===== config.mk =====
export PLATFORM = sky130hd
export DESIGN_NAME = btb_predictor_flat
export DESIGN_NICKNAME = d
export VERILOG_FILES = /design/src/rtl/btb_pkg.sv /design/src/rtl/btb_predictor_if.sv /design/src/rtl/btb_sat_ctr.sv /design/src/rtl/btb_predictor.sv /design/src/flat_wrapper.sv
export SDC_FILE = /design/constraint.sdc
export NUM_CORES = 1
export LEC_CHECK = 0
export ABC_CLOCK_PERIOD_IN_PS = 3500
export BUFFER_PORTS_ARGS = -buffer_cell sky130_fd_sc_hd__clkbuf_2
export CAP_MARGIN = 20
export CORE_UTILIZATION = 50
export DETAILED_ROUTE_END_ITERATION = 7
export PLACE_DENSITY = 0.7
export SLEW_MARGIN = 20
export SYNTH_ARGS = -nofsm -noshare
export SYNTH_HDL_FRONTEND = slang
export SYNTH_SLANG_ARGS = --single-unit

===== constraint.sdc =====
create_clock -name clk -period 3.5 [get_ports clk]
set_clock_uncertainty 0.1 [all_clocks]
set_input_delay 0.175 -clock clk [delete_from_list [all_inputs] [get_ports clk]]
set_output_delay 0.175 -clock clk [all_outputs]
set_load 0.01 [all_outputs]

===== src/rtl/btb_pkg.sv =====
// Shared constants and helpers for the branch target buffer.
package btb_pkg;

    // Ceiling log2, used to size the replacement pointer.
    function automatic int unsigned clog2(input int unsigned n);
        int unsigned r;
        r = 0;
        for (int i = 0; i < 31; i++) begin
            if ((32'd1 << i) < n) r = i + 1;
        end
        return r;
    endfunction

    // Counter encodings for a w-bit direction counter.
    function automatic int unsigned cnt_weak_nt(input int unsigned w);
        return (32'd1 << (w - 1)) - 1;
    endfunction

    function automatic int unsigned cnt_weak_t(input int unsigned w);
        return 32'd1 << (w - 1);
    endfunction

    function automatic int unsigned cnt_max(input int unsigned w);
        return (32'd1 << w) - 1;
    endfunction

    localparam int unsigned CNT_W_DEFAULT = 2;
    localparam int unsigned CNT_WEAK_NT   = cnt_weak_nt(CNT_W_DEFAULT);
    localparam int unsigned CNT_WEAK_T    = cnt_weak_t(CNT_W_DEFAULT);
    localparam int unsigned CNT_MAX       = cnt_max(CNT_W_DEFAULT);

    // Sequential PC; callers truncate to their width so the sum wraps.
    function automatic logic [63:0] next_seq_pc(input logic [63:0] pc);
        return pc + 64'd1;
    endfunction

endpackage


===== src/rtl/btb_predictor_if.sv =====
// Lookup, resolve and status signals between the pipeline and the BTB.
interface btb_predictor_if #(
    parameter int unsigned ADDR_W = 16,
    parameter int unsigned PERF_W = 16
);
    logic [ADDR_W-1:0] cur_pc;
    logic              pred_taken;
    logic [ADDR_W-1:0] pred_pc;
    logic              resolve_valid;
    logic [ADDR_W-1:0] resolve_pc;
    logic              resolve_taken;
    logic [ADDR_W-1:0] resolve_target;
    logic              resolve_pred_taken;
    logic [ADDR_W-1:0] resolve_pred_pc;
    logic              mispredict;
    logic [ADDR_W-1:0] redirect_pc;
    logic              flush_all;
    logic [PERF_W-1:0] mispredict_count;

    // Pipeline side.
    modport master (
        output cur_pc, resolve_valid, resolve_pc, resolve_taken, resolve_target,
               resolve_pred_taken, resolve_pred_pc, flush_all,
        input  pred_taken, pred_pc, mispredict, redirect_pc, mispredict_count
    );

    // Predictor side.
    modport slave (
        input  cur_pc, resolve_valid, resolve_pc, resolve_taken, resolve_target,
               resolve_pred_taken, resolve_pred_pc, flush_all,
        output pred_taken, pred_pc, mispredict, redirect_pc, mispredict_count
    );
endinterface


===== src/rtl/btb_sat_ctr.sv =====
// Saturating up/down direction counter with parallel load; exposes its MSB.
module btb_sat_ctr
    import btb_pkg::*;
#(
    parameter int unsigned CNT_W = 2
) (
    input  logic             clk,
    input  logic             rst,
    input  logic             load,
    input  logic [CNT_W-1:0] load_val,
    input  logic             inc,
    input  logic             dec,
    output logic             taken
);
    localparam logic [CNT_W-1:0] RstVal = CNT_W'(cnt_weak_nt(CNT_W));
    localparam logic [CNT_W-1:0] MaxVal = CNT_W'(cnt_max(CNT_W));

    logic [CNT_W-1:0] cnt_q, cnt_d;

    // Next count: load wins, otherwise step and clamp at both ends.
    always_comb begin
        cnt_d = cnt_q;
        if (load) begin
            cnt_d = load_val;
        end else if (inc && cnt_q != MaxVal) begin
            cnt_d = cnt_q + CNT_W'(1);
        end else if (dec && cnt_q != '0) begin
            cnt_d = cnt_q - CNT_W'(1);
        end
    end

    // Counter register, reset to weakly not-taken.
    always_ff @(posedge clk or negedge rst) begin
        if (!rst) cnt_q <= RstVal;
        else      cnt_q <= cnt_d;
    end

    assign taken = cnt_q[CNT_W-1];
endmodule


===== src/rtl/btb_predictor.sv =====
// Fully associative BTB: same-cycle lookup, EXE-stage training, mispredict detect.
module btb_predictor
    import btb_pkg::*;
#(
    parameter int unsigned ADDR_W  = 16,
    parameter int unsigned ENTRIES = 8,
    parameter int unsigned CNT_W   = 2,
    parameter int unsigned PERF_W  = 16
) (
    input logic            clk,
    input logic            rst,
    btb_predictor_if.slave bus
);
    localparam int unsigned PTR_W = clog2(ENTRIES);
    typedef logic [ADDR_W-1:0] addr_t;

    logic [ENTRIES-1:0] valid_q, valid_d;
    addr_t              tag_q [ENTRIES];
    addr_t              tag_d [ENTRIES];
    addr_t              tgt_q [ENTRIES];
    addr_t              tgt_d [ENTRIES];
    logic [PTR_W-1:0]   ptr_q, ptr_d;
    logic [PERF_W-1:0]  perf_q, perf_d;

    logic [ENTRIES-1:0] ctr_taken, ctr_load, ctr_inc, ctr_dec;

    logic             lk_hit, lk_msb;
    addr_t            lk_tgt, lk_seq, rs_seq;
    logic             rs_hit, has_free;
    logic [PTR_W-1:0] rs_idx, free_idx, victim;

    // Per-entry direction counters.
    for (genvar g = 0; g < ENTRIES; g++) begin : g_ctr
        btb_sat_ctr #(.CNT_W(CNT_W)) u_ctr (
            .clk      (clk),
            .rst      (rst),
            .load     (ctr_load[g]),
            .load_val (CNT_W'(cnt_weak_t(CNT_W))),
            .inc      (ctr_inc[g]),
            .dec      (ctr_dec[g]),
            .taken    (ctr_taken[g])
        );
    end

    // CAM match for lookup and resolve, plus free-slot search; descending so lowest index wins.
    always_comb begin
        lk_hit   = 1'b0;
        lk_msb   = 1'b0;
        lk_tgt   = '0;
        rs_hit   = 1'b0;
        rs_idx   = '0;
        has_free = 1'b0;
        free_idx = '0;
        for (int i = int'(ENTRIES) - 1; i >= 0; i--) begin
            if (valid_q[i] && tag_q[i] == bus.cur_pc) begin
                lk_hit = 1'b1;
                lk_msb = ctr_taken[i];
                lk_tgt = tgt_q[i];
            end
            if (valid_q[i] && tag_q[i] == bus.resolve_pc) begin
                rs_hit = 1'b1;
                rs_idx = PTR_W'(i);
            end
            if (!valid_q[i]) begin
                has_free = 1'b1;
                free_idx = PTR_W'(i);
            end
        end
    end

    assign victim = has_free ? free_idx : ptr_q;
    assign lk_seq = ADDR_W'(next_seq_pc(64'(bus.cur_pc)));
    assign rs_seq = ADDR_W'(next_seq_pc(64'(bus.resolve_pc)));

    assign bus.pred_taken  = lk_hit & lk_msb;
    assign bus.pred_pc     = (lk_hit & lk_msb) ? lk_tgt : lk_seq;
    assign bus.mispredict  = bus.resolve_valid &
                             ((bus.resolve_taken != bus.resolve_pred_taken) |
                              (bus.resolve_taken & (bus.resolve_target != bus.resolve_pred_pc)));
    assign bus.redirect_pc = bus.resolve_taken ? bus.resolve_target : rs_seq;
    assign bus.mispredict_count = perf_q;

    // Training / allocation / flush next-state; flush overrides training.
    always_comb begin
        valid_d  = valid_q;
        tag_d    = tag_q;
        tgt_d    = tgt_q;
        ptr_d    = ptr_q;
        ctr_load = '0;
        ctr_inc  = '0;
        ctr_dec  = '0;
        if (bus.flush_all) begin
            valid_d = '0;
            ptr_d   = '0;
        end else if (bus.resolve_valid) begin
            if (rs_hit) begin
                if (bus.resolve_taken) begin
                    ctr_inc[rs_idx] = 1'b1;
                    tgt_d[rs_idx]   = bus.resolve_target;
                end else begin
                    ctr_dec[rs_idx] = 1'b1;
                end
            end else if (bus.resolve_taken) begin
                valid_d[victim]  = 1'b1;
                tag_d[victim]    = bus.resolve_pc;
                tgt_d[victim]    = bus.resolve_target;
                ctr_load[victim] = 1'b1;
                // Only a real eviction moves the round-robin pointer.
                if (!has_free) ptr_d = ptr_q + PTR_W'(1);
            end
        end
    end

    // Saturating mispredict counter; survives flush_all.
    always_comb begin
        perf_d = perf_q;
        if (bus.mispredict && perf_q != '1) perf_d = perf_q + PERF_W'(1);
    end

    // State registers.
    always_ff @(posedge clk or negedge rst) begin
        if (!rst) begin
            valid_q <= '0;
            ptr_q   <= '0;
            perf_q  <= '0;
            for (int i = 0; i < int'(ENTRIES); i++) begin
                tag_q[i] <= '0;
                tgt_q[i] <= '0;
            end
        end else begin
            valid_q <= valid_d;
            ptr_q   <= ptr_d;
            perf_q  <= perf_d;
            tag_q   <= tag_d;
            tgt_q   <= tgt_d;
        end
    end
endmodule


===== src/flat_wrapper.sv =====
// flat-port wrapper written by rule: the top's interface ports become plain ports
module btb_predictor_flat import btb_pkg::*;
#(
    parameter int unsigned ADDR_W  = 16,
    parameter int unsigned ENTRIES = 8,
    parameter int unsigned CNT_W   = 2,
    parameter int unsigned PERF_W  = 16
)
  (clk, rst, bus_cur_pc, bus_resolve_valid, bus_resolve_pc, bus_resolve_taken, bus_resolve_target, bus_resolve_pred_taken, bus_resolve_pred_pc, bus_flush_all, bus_pred_taken, bus_pred_pc, bus_mispredict, bus_redirect_pc, bus_mispredict_count);
  btb_predictor_if #(.ADDR_W(ADDR_W), .PERF_W(PERF_W)) bus_i ();
  input logic clk;
  input logic rst;
  input wire logic [$bits(bus_i.cur_pc)-1:0] bus_cur_pc;
  input wire logic [$bits(bus_i.resolve_valid)-1:0] bus_resolve_valid;
  input wire logic [$bits(bus_i.resolve_pc)-1:0] bus_resolve_pc;
  input wire logic [$bits(bus_i.resolve_taken)-1:0] bus_resolve_taken;
  input wire logic [$bits(bus_i.resolve_target)-1:0] bus_resolve_target;
  input wire logic [$bits(bus_i.resolve_pred_taken)-1:0] bus_resolve_pred_taken;
  input wire logic [$bits(bus_i.resolve_pred_pc)-1:0] bus_resolve_pred_pc;
  input wire logic [$bits(bus_i.flush_all)-1:0] bus_flush_all;
  output wire logic [$bits(bus_i.pred_taken)-1:0] bus_pred_taken;
  output wire logic [$bits(bus_i.pred_pc)-1:0] bus_pred_pc;
  output wire logic [$bits(bus_i.mispredict)-1:0] bus_mispredict;
  output wire logic [$bits(bus_i.redirect_pc)-1:0] bus_redirect_pc;
  output wire logic [$bits(bus_i.mispredict_count)-1:0] bus_mispredict_count;
  assign bus_i.cur_pc = bus_cur_pc;
  assign bus_i.resolve_valid = bus_resolve_valid;
  assign bus_i.resolve_pc = bus_resolve_pc;
  assign bus_i.resolve_taken = bus_resolve_taken;
  assign bus_i.resolve_target = bus_resolve_target;
  assign bus_i.resolve_pred_taken = bus_resolve_pred_taken;
  assign bus_i.resolve_pred_pc = bus_resolve_pred_pc;
  assign bus_i.flush_all = bus_flush_all;
  assign bus_pred_taken = bus_i.pred_taken;
  assign bus_pred_pc = bus_i.pred_pc;
  assign bus_mispredict = bus_i.mispredict;
  assign bus_redirect_pc = bus_i.redirect_pc;
  assign bus_mispredict_count = bus_i.mispredict_count;
  btb_predictor #(.ADDR_W(ADDR_W), .ENTRIES(ENTRIES), .CNT_W(CNT_W), .PERF_W(PERF_W)) u_core (.clk(clk), .rst(rst), .bus(bus_i));
endmodule

==> results of run 1 <==
==> worst min-delay path: cells and delay by family <==
kind	cells	cell delay [ps]
buffers and inverters	2	310
multiplexers	1	150
==> flip-flops by register name (all words and copies together), names as in the netlist <==
| register | count |
|---|---|
| u_core.bus.mispredict_count | 16 |
| u_core.g_ctr.u_ctr.cnt_q | 16 |
| u_core.ptr_q | 3 |
| u_core.tag_q | 128 |
| u_core.tgt_q | 128 |
| u_core.valid_q | 8 |
==> synthesized netlist by cell type (all sizes together) (36+ instances only) <==
library cell	n	area [sq um]
a21oi	36	195
nand2	200	751
xnor2	202	1770
nand3	73	370
nand4	64	400
dfrtp	291	7280
o21ai	51	255
clkbuf	55	206
mux2	227	2560
inv	36	135
nor2	67	256
xor2	113	990
buf	59	333
==> logic make-up (layout without fill, tap and decap cells) <==
logic type	after synthesis	count (layout)	share of synthesized area, %
AO/OA/AOI/OAI	200	200	7.71
AND/OR/NAND/NOR	589	589	17.0
adder cells (fa/ha/maj)	4	4	0.276
buffers and inverters	150	465	3.71
XOR/XNOR	315	315	15.2
flip-flops	299	299	41.2
multiplexers	242	242	14.9
==> layout make-up <==
cell class	count	area (sq um)
fill	2857	13000
multi-input combinational	1350	10400
tap	461	577
inverter	36	135
timing repair buffer	364	2810
clock inverter	15	163
clock buffer	50	1040
sequential	299	7490
==> repair_timing <==
item                                   CTS  global route
setup buffers                           19            15
setup endpoints to repair               33            50
cloned                                   1             1
pin swaps                               16            35
endpoints found under the hold margin  188             0
hold buffers                            17             0
resized for setup                       54            57
==> per-stage QoR <==
| step | hold WS, ps | power (mW) | setup TNS [ps] | cells | util, % |
|---|---|---|---|---|---|
| final | 23.2 | 9.27 | -2940 | 2575 | 63.5 |
| after global routing | 21.2 | 9.59 | -4940 | 2575 | 63.5 |
| after CTS | 6.47 | 9.27 | -2720 | 2561 | 62.6 |
| after detailed placement | 259 | 5.42 | -5960 | 2459 | 57.6 |
| after global placement | 255 | 5.37 | -4870 | 2459 | 57.6 |
| after floorplan | -221 | 4.76 | 0 | 1799 | - |
==> how the worst max path moves through the flow <==
stage,start,endpoint,depth (start not counted)
3_3_place_gp,bus_resolve_pc[0],u_core.tgt_q[64],9
2_1_floorplan,u_core.tag_q[66],u_core.tgt_q[118],11
6_report,u_core.tag_q[18],bus_pred_pc[3],12
3_5_place_dp,bus_resolve_pc[0],u_core.tgt_q[78],9
4_1_cts,u_core.tag_q[29],bus_pred_pc[0],10
5_1_grt,u_core.tag_q[29],bus_pred_pc[0],13
==> power groups by stage <==
| stage | Combinational (mW) | Sequential [mW] | Clock [mW] |
|---|---|---|---|
| after floorplan | 0.809 | 3.95 | 0 |
| after global placement | 1.40 | 3.97 | 0 |
| after detailed placement | 1.44 | 3.99 | 0 |
| after CTS | 1.47 | 3.93 | 3.87 |
| after global routing | 1.60 | 3.97 | 4.02 |
| final | 1.50 | 3.94 | 3.83 |
==> layer usage <==
| layer | wire length [um] | global-route usage [%] | vias up |
|---|---|---|---|
| met3 | 5820 | 7.36 | 201 |
| met5 | 0 | 0 | - |
| li1 | - | - | 6931 |
| met4 | 3310 | 17.1 | 0 |
| met2 | 28400 | 52.5 | 805 |
| met1 | 25700 | 45.6 | 7885 |
==> results by group, run 1 <==
Outcome
  • Status: finished with violations
  • Failing checks: design-rule violations, negative setup slack

Final layout
  • P&R area growth vs syn: 24.7%
  • Nets@finish: around 2200
  • Ant. Diodes: 0
  • Most common cell after layout, fill and taps aside: dfrtp_1
  • Fin area: about 23000 sq um
  • Share of cells above drive strength 1: between 30% and 40%
  • Most frequent cells in the layout: dfrtp_1, mux2_2, xnor2_1

Critical path
  • Crit path arrival time: approximately 3500 ps
  • Worst-path fanout max: 7
  • Buf/Inv on CP: 3
  • Family with the most delay on the worst path: simple AND/OR/NAND/NOR gates
  • RR Endpoint: u_core.tgt_q[106]
  • Critical Path End Type: output port
  • Crit path kind: flip-flop to output port
  • R2r setup slk: approximately 110 ps
  • Critical-path cell list: xnor2_1, nand4_1, or4_4, o211ai_1, buf_4, buf_8, o2bb2ai_1, mux2i_1, o311ai_0, a221oi_1, mux2i_1, clkbuf_2
  • Worst setup SP type: flip-flop
  • Reg2reg path depth: 12
  • Worst reg2reg path startpoint: u_core.tag_q[68]
  • Crit path required time: around 3200 ps
  • Worst stage delay on the critical path: between 600 and 700 ps
  • CP dominant cell by count: mux2i_1
  • Slowest stage cell, crit path: or4_4

Placed design
  • Placer congestion estimate: about 1.0
  • Placed Area: between 20000 and 25000 sq um
  • HPWL Detailed: between 40000 and 50000 um
  • Dpl ws: -273 ps
  • IO buf count: about 120

STA
  • Final Max Tran Viols: 0
  • Crit path time final: 3790 ps
  • Period utilization: 108%
  • Max frequency: 264 MHz
  • Final setup fails: 17
  • Worst setup margin: -291 ps
  • Worst-margin pin slew: 1030 ps
  • Max_slew headroom: about a third
  • RSZ-0062 raised after global routing: yes
  • Final hold vios: 0

Routing
  • Avg WL per Cell: 24.5 um
  • DRT antenna net count: 0
  • Via count: about 16000
  • DRT iter0 DRCs: between 1000 and 1500
  • Routed wire length: ~63000 um
  • Avg Vias per Cell: 6.14
  • Drc violations: 12
  • DRT Pass-1 Iters: 7

Logic synthesis
  • Synthesized area per cell: just over 10 sq um
  • Async SR Flop Fraction: 100%
  • Sequential area share after synthesis: around two fifths
  • Post-synthesis instance area: between 15000 and 20000 sq um
  • #FFs+latches synth: about 300
  • Ys Warns: 0
  • Ys flop type: dfrtp_1
  • Unique masters post-synth: ~80
  • Number of synthesized flops with an enable pin: 0
  • Syn Nets: roughly 1900
  • Mapped Cells: between 1500 and 2000

Global route
  • Antenna violations before repair: 0
  • Gr usage total: 34.3%
  • First-pass GRT wire length: 94400 um
  • Gr ovfl total: 0
  • Largest net degree at the start of global routing: 121
  • Number of global-route vias before repair: 15500

Pwr
  • Sequential Power Share: 42.6%
  • Clk pwr share: just over 40%
  • Switching share of power: between 20% and 30%
  • Combinational share of power: around 16%
  • LEAKAGE: between 10 and 15 nW
  • Worst vdd ir: between 400 and 500 uV
  • P_sw: between 2 and 3 mW
  • Power Density: approximately 410 nW/um^2
  • Internal power: around 6.6 mW

Floorplan
  • Top-Level Pins: 120
  • Die height: around 190 um
  • Starting density of the core: 50.9%
  • Width of the die: approximately 190 um
  • Die area: 37100 sq um
  • # rows: just under 70
  • Core footprint: approximately 36000 sq um

Clock network
  • CTS Sinks: between 200 and 300
  • H-tree Lvls: 2
  • Register clock-pin slew on the reported worst setup and hold paths: 60 ps
  • CTS Buf Count: 37
  • Maximum buffer depth of the clock tree: 3
  • CTS tree: built
  • Worst-Skew Late Latency: between 500 and 600 ps
  • CTS Root Cell: clkbuf_16

Run
  • Max-Cap Viols: 0

Worst hold path
  • Hold path cells: 3
  • WHS Endpoint: u_core.tag_q[120]
  • Hold wc startpoint: bus_resolve_pc[8]
  • Worst min path class: input port to flip-flop
Power figures use the tool's default switching activity.
==> inputs of run 2 (changes only) <==
--- a/config.mk
+++ b/config.mk
@@ -6,7 +6,7 @@
 export NUM_CORES = 1
 export LEC_CHECK = 0
 export ABC_CLOCK_PERIOD_IN_PS = 3500
-export BUFFER_PORTS_ARGS = -buffer_cell sky130_fd_sc_hd__clkbuf_2
+export BUFFER_PORTS_ARGS = -buffer_cell sky130_fd_sc_hd__buf_2
 export CAP_MARGIN = 20
 export CORE_UTILIZATION = 50
 export DETAILED_ROUTE_END_ITERATION = 7
==> results by group, run 2 (same netlist as run 1, synthesis figures left out) <==
Floorplan
  • Top-Level Pins: 120 (unchanged)
  • Width of the die: 193 um (unchanged)
  • Starting density of the core: 50.9% (unchanged)
  • Die area: 37100 sq um (unchanged)
  • # rows: 69 (unchanged)
  • Core footprint: 35700 sq um (unchanged)
  • Die height: 193 um (unchanged)

Placed design
  • Placer congestion estimate: 1.01 (about the same)
  • Placed Area: 20100 sq um (-2.0%)
  • HPWL Detailed: 44800 um (-2.1%)
  • IO buf count: 119 (unchanged)

Pwr
  • Worst vdd ir: 368 uV (-13%)
  • Combinational share of power: 15.1% (-1.0 points)
  • Switching share of power: 27.9% (-0.33 points)
  • LEAKAGE: 9.99 nW (-2.2%)
  • Sequential Power Share: 43.6% (+1.0 points)
  • P_sw: 2.54 mW (-3.2%)
  • Internal power: 6.54 mW (-1.6%)
  • Clk pwr share: 41.3% (about the same)
  • Power Density: 408 nW/um^2 (-0.37%)
  • Total power: 9.08 mW (-2.0%)

Final layout
  • P&R area growth vs syn: 22.6%
  • Most frequent cells in the layout: dfrtp_1, mux2_2, xnor2_1
  • Fill cells: 2931 (+2.6%)
  • Largest registers: u_core.tag_q (128), u_core.tgt_q (128)
  • Final Util: 62.4% (-1.1 points)
  • Sequential Area: 7490 sq um (unchanged)
  • Ant. Diodes: 0 (unchanged)
  • Nets@finish: 2110 (-2.4%)
  • Fin area: 22300 sq um (-1.7%)
  • Most common cell after layout, fill and taps aside: dfrtp_1
  • Multi-input logic area: 10400 sq um (+0.17%)
  • Share of cells above drive strength 1: 32.2% (-1.7 points)

Clock network
  • Worst-Skew Late Latency: 560 ps (about the same)
  • CTS Buf Count: 36 (-2.7%)
  • Maximum buffer depth of the clock tree: 3 (unchanged)
  • CTS Sinks: 299 (unchanged)
  • Register clock-pin slew on the reported worst setup and hold paths: 50 ps (about the same)
  • H-tree Lvls: 2 (unchanged)
  • CTS tree: built
  • CTS Root Cell: clkbuf_16

Routing
  • Drc violations: 12 (unchanged)
  • Avg WL per Cell: 24.9 um (+1.6%)
  • DRT iter0 DRCs: 1508 (+8.4%)
  • Via count: 15400 (-2.6%)
  • Routed wire length: 62800 um (-0.57%)
  • Avg Vias per Cell: 6.11 (-0.56%)
  • DRT Pass-1 Iters: 7 (unchanged)
  • DRT antenna net count: 0 (unchanged)

STA
  • Worst hold margin: 18.6 ps (-4.61 ps)
  • Worst setup margin: -298 ps (-7.82 ps)
  • Max_slew headroom: 48.0% (+16 points)
  • Final hold vios: 0 (unchanged)
  • Crit path time final: 3800 ps (+7.82 ps)
  • Final setup fails: 17 (unchanged)
  • RSZ-0062 raised after global routing: yes
  • Worst-margin pin slew: 780 ps (-246 ps)
  • Setup TNS: -2690 ps (+249 ps)
  • Period utilization: 109% (+0.22 points)
  • Max frequency: 263 MHz (-0.21%)
  • Final Max Tran Viols: 0 (unchanged)

Critical path
  • Critical-path cell list: xor2_2, nor4_4, buf_4, nand2_2, nor4_4, buf_4, a211oi_2, a2111o_1, a21boi_4, buf_12, buf_12, o21a_1, buf_2
  • Slowest stage cell, crit path: a2111o_1
  • RR Endpoint: u_core.tgt_q[68]
  • Crit path kind: flip-flop to output port
  • R2r setup slk: 160 ps (+50 ps)
  • Crit path arrival time: 3520 ps (about the same)
  • Buf/Inv on CP: 5 (+2)
  • Reg2reg path depth: 10 (-2)
  • Worst stage delay on the critical path: 450 ps (-170 ps)
  • Worst-path fanout max: 5 (-2)
  • Family with the most delay on the worst path: compound AO/OA/AOI/OAI gates
  • Worst setup SP type: flip-flop
  • Critical Path End Type: output port
  • Worst reg2reg path startpoint: u_core.tag_q[64]
  • Worst Setup SP: u_core.tag_q[91]
  • Crit path required time: 3220 ps (about the same)

Global route
  • Gr ovfl total: 0 (unchanged)
  • Largest net degree at the start of global routing: 94 (-22%)
  • Gr usage total: 34.3% (+0.055 points)
  • Busiest grt layer: met2
  • M3 GR Usage: 6.29% (-1.1 points)
  • M1 GR Usage: 46.8% (+1.2 points)
  • Met2 GRT Util: 52.7% (+0.17 points)
  • Antenna violations before repair: 0 (unchanged)
  • Number of global-route vias before repair: 15200 (-1.9%)
  • First-pass GRT wire length: 94100 um (-0.32%)

Worst hold path
  • Hold wc startpoint: bus_resolve_pc[6]
  • WHS Endpoint: u_core.tag_q[118]
  • Hold path cells: 2 (-1)
  • Worst min path class: input port to flip-flop

Outcome
  • Failing checks: design-rule violations, negative setup slack
  • Status: finished with violations

Run
  • Max-Cap Viols: 0 (unchanged)
==> run 2: power groups by stage <==
stage | Combinational (mW) | Clock, mW | Sequential, mW
after global routing | 1.48 | 3.92 | 3.99
final | 1.37 | 3.75 | 3.96
after CTS | 1.35 | 3.79 | 3.95
after floorplan | 0.809 | 0 | 3.95
after detailed placement | 1.30 | 0 | 4.00
after global placement | 1.28 | 0 | 3.99
==> run 2: cell type report <==
class                      count  area share [%]
clock inverter                10           0.371
clock buffer                  52            4.86
timing repair buffer         313            11.0
inverter                      36           0.607
tap                          461            2.59
sequential                   299            33.7
multi-input combinational   1350            46.9
==> run 2: stage by stage <==
step	setup slack, ps	instances
after global routing	-373	2521
final	-298	2521
after floorplan	327	1799
after global placement	-131	2403
after CTS	-192	2509
after detailed placement	-181	2403
==> run 2: timing repair <==
| action | in CTS | in global routing |
|---|---|---|
| buffers inserted | 22 | 13 |
| hold buffers | 25 | 0 |
| endpoints found under the setup margin | 17 | 36 |
| gates cloned | 1 | 0 |
| pin swaps | 40 | 15 |
| resized for setup | 86 | 23 |
| hold endpoints to repair | 229 | 0 |
==> run 2: worst max-delay path by stage <==
| stage | endpoint | cells after the start | slack, ps |
|---|---|---|---|
| 2_1_floorplan | u_core.tgt_q[118] | 11 | 330 |
| 3_3_place_gp | bus_pred_pc[11] | 15 | -130 |
| 3_5_place_dp | bus_pred_pc[13] | 10 | -180 |
| 4_1_cts | bus_pred_pc[8] | 12 | -190 |
| 5_1_grt | bus_pred_pc[8] | 13 | -370 |
| 6_report | bus_pred_pc[8] | 13 | -300 |
==> run 2: per-layer routing <==
metal,part of all wire [%],wire (um)
met5,0,0
met2,45,28500
met1,42,26400
met4,4.7,2970
met3,7.9,4970
==> run 2: worst register-to-register path: stages (launching register included) <==
cell and delay (ps):
dfrtp_1 420, xnor2_1 250, or4b_1 490, or4_1 530
o22ai_2 240, nor4_4 100, buf_4 160, and3_1 170
a21oi_2 190, buf_12 190, mux2_2 380
